**config.mk**
```make
export PLATFORM = sky130hd
export DESIGN_NAME = ekf_mem_arbiter
export DESIGN_NICKNAME = d
export VERILOG_FILES = /design/src/rtl/ekf_mem_arbiter.sv
export SDC_FILE = /design/constraint.sdc
export NUM_CORES = 1
export LEC_CHECK = 0
export ABC_AREA = 1
export ABC_CLOCK_PERIOD_IN_PS = 5760
export BUFFER_PORTS_ARGS = -buffer_cell sky130_fd_sc_hd__buf_2
export CELL_PAD_IN_SITES_DETAIL_PLACEMENT = 0
export CELL_PAD_IN_SITES_GLOBAL_PLACEMENT = 1
export CORE_MARGIN = 2
export CORE_UTILIZATION = 30
export DETAILED_ROUTE_END_ITERATION = 8
export PLACE_DENSITY_LB_ADDON = 0.1
export SYNTH_ARGS = -nofsm -noshare
export SYNTH_HDL_FRONTEND = slang
export SYNTH_SLANG_ARGS = --single-unit
```
**constraint.sdc**
```tcl
create_clock -name clk -period 5.76 [get_ports clk]
set_clock_uncertainty 0.15 [all_clocks]
set_input_delay 0.576 -clock clk [delete_from_list [all_inputs] [get_ports clk]]
set_output_delay 0.576 -clock clk [all_outputs]
set_load 0.05 [all_outputs]
```
**src/rtl/ekf_mem_arbiter.sv**
```systemverilog
// Round-robin arbiter for the EKF state/matrix RAM port with per-requester lock,
// idle-timeout lock release and in-order 2-cycle read-response routing.
module ekf_mem_arbiter #(
    parameter int NUM_REQ      = 4,
    parameter int ADDR_WIDTH   = 10,
    parameter int DATA_WIDTH   = 32,
    parameter int LOCK_TIMEOUT = 16,
    localparam int PTR_W       = $clog2(NUM_REQ),
    localparam int CNT_W       = $clog2(LOCK_TIMEOUT) + 1
) (
    input  logic                          clk,
    input  logic                          rst_n,
    input  logic [NUM_REQ-1:0]            req_valid,
    output logic [NUM_REQ-1:0]            req_ready,
    input  logic [NUM_REQ-1:0]            req_we,
    input  logic [NUM_REQ-1:0]            req_lock,
    input  logic [NUM_REQ*ADDR_WIDTH-1:0] req_addr,
    input  logic [NUM_REQ*DATA_WIDTH-1:0] req_wdata,
    output logic [NUM_REQ-1:0]            rsp_valid,
    output logic [DATA_WIDTH-1:0]         rsp_data,
    output logic [ADDR_WIDTH-1:0]         mem_addr,
    output logic [DATA_WIDTH-1:0]         mem_wdata,
    output logic                          mem_we,
    input  logic [DATA_WIDTH-1:0]         mem_q,
    output logic [PTR_W-1:0]              lock_owner,
    output logic                          locked,
    output logic                          lock_timeout
);

    typedef enum logic {S_IDLE, S_LOCKED} state_t;

    state_t                state_reg;
    logic [PTR_W-1:0]      ptr_reg;
    logic [CNT_W-1:0]      idle_cnt_reg;
    logic                  rd_valid_reg;
    logic [PTR_W-1:0]      rd_id_reg;

    logic [ADDR_WIDTH-1:0] addr_arr  [NUM_REQ];
    logic [DATA_WIDTH-1:0] wdata_arr [NUM_REQ];

    logic                  grant_any;
    logic [PTR_W-1:0]      grant_idx;
    logic                  sel_we;
    logic                  sel_lock;

    generate
        for (genvar gi = 0; gi < NUM_REQ; gi++) begin : g_unpack
            assign addr_arr[gi]  = req_addr[gi*ADDR_WIDTH +: ADDR_WIDTH];
            assign wdata_arr[gi] = req_wdata[gi*DATA_WIDTH +: DATA_WIDTH];
        end
    endgenerate

    function automatic logic [PTR_W-1:0] next_ptr(input logic [PTR_W-1:0] i);
        return (int'(i) == NUM_REQ - 1) ? '0 : i + PTR_W'(1);
    endfunction

    // Locked: only the owner may be served. Idle: first valid at or after ptr, wrapping.
    always_comb begin
        int               idx;
        logic [PTR_W-1:0] cand;
        grant_any = 1'b0;
        grant_idx = '0;
        req_ready = '0;
        idx       = 0;
        cand      = '0;
        if (state_reg == S_LOCKED) begin
            if (req_valid[lock_owner]) begin
                grant_any = 1'b1;
                grant_idx = lock_owner;
            end
        end else begin
            for (int k = 0; k < NUM_REQ; k++) begin
                idx = int'(ptr_reg) + k;
                if (idx >= NUM_REQ) idx = idx - NUM_REQ;
                cand = PTR_W'(idx);
                if (!grant_any && req_valid[cand]) begin
                    grant_any = 1'b1;
                    grant_idx = cand;
                end
            end
        end
        if (grant_any) req_ready[grant_idx] = 1'b1;
    end

    assign sel_we   = req_we[grant_idx];
    assign sel_lock = req_lock[grant_idx];

    // RAM q is already registered, so the response data is passed through, gated by the strobe.
    assign rsp_data = (|rsp_valid) ? mem_q : '0;

    always_ff @(posedge clk or negedge rst_n) begin
        if (!rst_n) begin
            state_reg    <= S_IDLE;
            ptr_reg      <= '0;
            idle_cnt_reg <= '0;
            rd_valid_reg <= 1'b0;
            rd_id_reg    <= '0;
            mem_addr     <= '0;
            mem_wdata    <= '0;
            mem_we       <= 1'b0;
            rsp_valid    <= '0;
            lock_owner   <= '0;
            locked       <= 1'b0;
            lock_timeout <= 1'b0;
        end else begin
            lock_timeout <= 1'b0;
            mem_we       <= grant_any & sel_we;
            rd_valid_reg <= grant_any & ~sel_we;
            rd_id_reg    <= grant_idx;
            rsp_valid    <= rd_valid_reg ? (NUM_REQ'(1) << rd_id_reg) : '0;
            if (grant_any) begin
                mem_addr  <= addr_arr[grant_idx];
                mem_wdata <= wdata_arr[grant_idx];
            end

            case (state_reg)
                S_IDLE: begin
                    if (grant_any) begin
                        ptr_reg <= next_ptr(grant_idx);
                        if (sel_lock) begin
                            state_reg    <= S_LOCKED;
                            lock_owner   <= grant_idx;
                            locked       <= 1'b1;
                            idle_cnt_reg <= '0;
                        end
                    end
                end
                S_LOCKED: begin
                    if (grant_any) begin
                        if (sel_lock) begin
                            idle_cnt_reg <= '0;
                        end else begin
                            state_reg <= S_IDLE;
                            locked    <= 1'b0;
                            ptr_reg   <= next_ptr(lock_owner);
                        end
                    end else if (idle_cnt_reg == CNT_W'(LOCK_TIMEOUT - 2)) begin
                        // Release decided here so the pulse lands LOCK_TIMEOUT cycles after the last beat.
                        state_reg    <= S_IDLE;
                        locked       <= 1'b0;
                        lock_timeout <= 1'b1;
                        ptr_reg      <= next_ptr(lock_owner);
                    end else if (idle_cnt_reg != '1) begin
                        idle_cnt_reg <= idle_cnt_reg + 1'b1;
                    end
                end
                default: state_reg <= S_IDLE;
            endcase
        end
    end

endmodule

```
==> impl_metrics.json <==
{
  "final_util_pct": 43.4,
  "worstPathCellList": "inv_2 -> nand2_1 -> nand2_1 -> o21ai_1 -> nand3_2 -> nand2_1 -> nand3_2 -> nand2_4 -> ha_1 -> inv_1 -> nor2_1 -> buf_2",
  "cts_tree": "yes",
  "placed_cells": 1126,
  "fin_nets": 1175,
  "dr_total_vias": 5170,
  "wl_met1_um": 6060,
  "first_global_vias": 4674,
  "crit_family": "simple AND/OR/NAND/NOR gates",
  "synth.most_common_cell": "inv_1",
  "final.min_clock_period_ns": 3.88,
  "drv_slew": 0,
  "synthFlopType": "dfrtp_1",
  "hp-class": "in2async",
  "worst_r2r_path_depth": 12,
  "yosysWarnings": 0,
  "clkSinkCount": 62,
  "hold_buffers": 0,
  "synthTopCellsByCount": "141 x inv_1, 111 x nand2_1, 91 x nor2_1",
  "cts_setup_buffers": 0,
  "crit_buf_inv": 3,
  "crit_cells": 12,
  "largest_register_ffs": 32,
  "required_ns": 5.03,
  "synth_edf_count": 0,
  "synthSimpleGateAreaFrac_pct": 21.0,
  "outcome": "finished clean",
  "die_width_um": 127,
  "syn-cell-area_um2": 4520,
  "tns_ns": 0,
  "final_cells": 1141,
  "grt_max_degree": 93,
  "max_freq_mhz": 258,
  "wl_per_cell_um": 13.7,
  "clk_pin_slew_worst_paths_ns": 0.06,
  "cts_root_buf": "clkbuf_16",
  "cp_max_fo": 92,
  "slew-limit-headroom_pct": 33.7,
  "slowest_delay_ns": 0.63,
  "core_um2": 14600,
  "cts_buffer_depth": 2,
  "grt_util_all_layers_pct": 19.0,
  "clock_latency_ns": 0.33,
  "rsz0062_at_grt": "no",
  "rows": 44,
  "grt_overflow": 0,
  "synth_compound_area_share_pct": 24.6,
  "grt_pass1_wl_um": 24000,
  "synth_top_area_share_pct": 34.3,
  "synthAdderAreaFrac_pct": 2.22,
  "async_flop_share_pct": 100,
  "setup_violations": 0,
  "drt_iter0_markers": 226,
  "synth.distinct_cells": 33,
  "grt_antenna_before_repair": 1,
  "top_layer_used": "met5",
  "die-area_um2": 16100,
  "syn_avg_cell_area_um2": 6.66,
  "wirelength_um": 15700,
  "crit_type": "reg2out",
  "slowest_stage": "nand2_4",
  "synth_seq_cells": 62,
  "synthMuxAreaShare_pct": 0.222,
  "cp.arrival_ns": 3.15,
  "tightest_slew_ns": 0.991,
  "synth_top_cell_by_area": "dfrtp_1",
  "leakagePower_nw": 3.64,
  "dpl.hpwl_um": 12100,
  "dr_wl_met2_um": 7780,
  "report.final.hold_viol_count": 0,
  "power.density_nw_per_um2": 700,
  "vdd_ir_drop_max_v": 0.000403,
  "syn-instance-count": 678,
  "cts_resized": 0,
  "crit_top_cell": "nand2_1",
  "wl_met3_um": 1530,
  "min_period_over_period_pct": 67.3,
  "synth.area.top_cells": "dfrtp_1 34%, inv_1 12%, nand2_1 9.2%, nor2_1 7.6%, o211ai_1 7.1%",
  "cts_made_buffers": 9,
  "ys_seq_area_share_pct": 34.3,
  "port-buffer-count": 300,
  "area_growth_pct": 40.8,
  "ant_nets": 0,
  "drcViolationCount": 0,
  "synth_nets": 900,
  "die_h_um": 127,
  "synth_top_family_by_area": "compound AO/OA/AOI/OAI gates",
  "cp-end-kind": "output pin",
  "place.gp.congestion": 0.760,
  "crit_path_start_kind": "flip-flop",
  "drive_above_1_share_pct": 35.0,
  "maxCapViolCount": 0,
  "diodes": 0,
  "drtPass1Iterations": 4,
  "initial_core_util_pct": 30.9,
  "ios": 301,
  "htree_num_levels": 3,
  "vias_per_cell": 4.53,
  "synth_xor_area_share_pct": 0.194
}
final cells by class:
| type | count | area [µm²] |
|---|---|---|
| multi-input combinational | 430 | 2210 |
| fill | 1668 | 8280 |
| sequential | 62 | 1550 |
| clock inverter | 5 | 50.0 |
| clock buffer | 10 | 239 |
| tap | 184 | 230 |
| inverter | 145 | 544 |
| timing repair buffer | 305 | 1540 |
per-stage QoR:
step                hold WS, ns  setup slack (ns)  total power [mW]  area (µm²)
finish                    0.260              1.88              4.45        6360
global route              0.329              1.53              4.84        6360
CTS                       0.308              1.79              4.52        6360
detailed placement        0.300              2.16              3.98        6070
global placement          0.305              2.17              3.97        6070
floorplan                 0.130              2.40              3.34        4520
worst reg2reg max path: cells and delay by family (launching register included):
family                 cells  cell delay, ns
flip-flops                 1            0.57
AO/OA/AOI/OAI              4            0.63
buffers and inverters      2            0.89
AND/OR/NAND/NOR            6            1.14
metal layers:
layer  GRT usage [%]  up-vias
met5               0        -
met4            6.14        2
met3            6.87       18
met2            33.9      212
met1            21.0     2203
li1                -     2735
layout by cell type (no fill, tap or decap), drive strengths merged:
cell type	instances
nor3b	1
dfrtp	62
inv	144
nor4	1
a31oi	43
nor2	92
ha	8
a21oi	48
xor2	1
o21ai	51
clkinv	5
and3	1
nand4	1
o32ai	1
mux2i	1
o211ai	43
nand3	18
o21bai	1
or2	1
clkbuf	10
nand2	113
nor3	5
buf	305
bufinv	1
logic make-up (layout without fill, tap and decap cells):
kind of cell	count (synthesis)	after routing
flip-flops	62	62
multiplexers	1	1
XOR/XNOR	1	1
AND/OR/NAND/NOR	233	233
AO/OA/AOI/OAI	187	187
adder cells (fa/ha/maj)	8	8
buffers and inverters	186	465
where the power goes:
part | leakage (nW) | switching, mW | internal [mW]
Clock | 0.148 | 0.190 | 0.341
Combinational | 2.76 | 2.31 | 0.822
Sequential | 0.735 | 0.131 | 0.657
final timing paths:
kind                                        endpoint                    from  slack, ns
setup / recovery                        req_ready[3]  ptr_reg[0]$_DFFE_PN0P_       1.88
hold / removal             mem_wdata[16]$_DFFE_PN0N_                   rst_n       0.26
setup reg to reg             mem_addr[3]$_DFFE_PN0N_  ptr_reg[0]$_DFFE_PN0P_       2.22
hold reg to reg               rsp_valid[1]$_DFF_PN0_  rd_id_reg[1]$_DFF_PN0_       0.31
max in group asynchronous   mem_wdata[9]$_DFFE_PN0N_                   rst_n       4.62
min in group clk              rsp_valid[1]$_DFF_PN0_  rd_id_reg[1]$_DFF_PN0_       0.31
(Power assumes the default switching activity.)
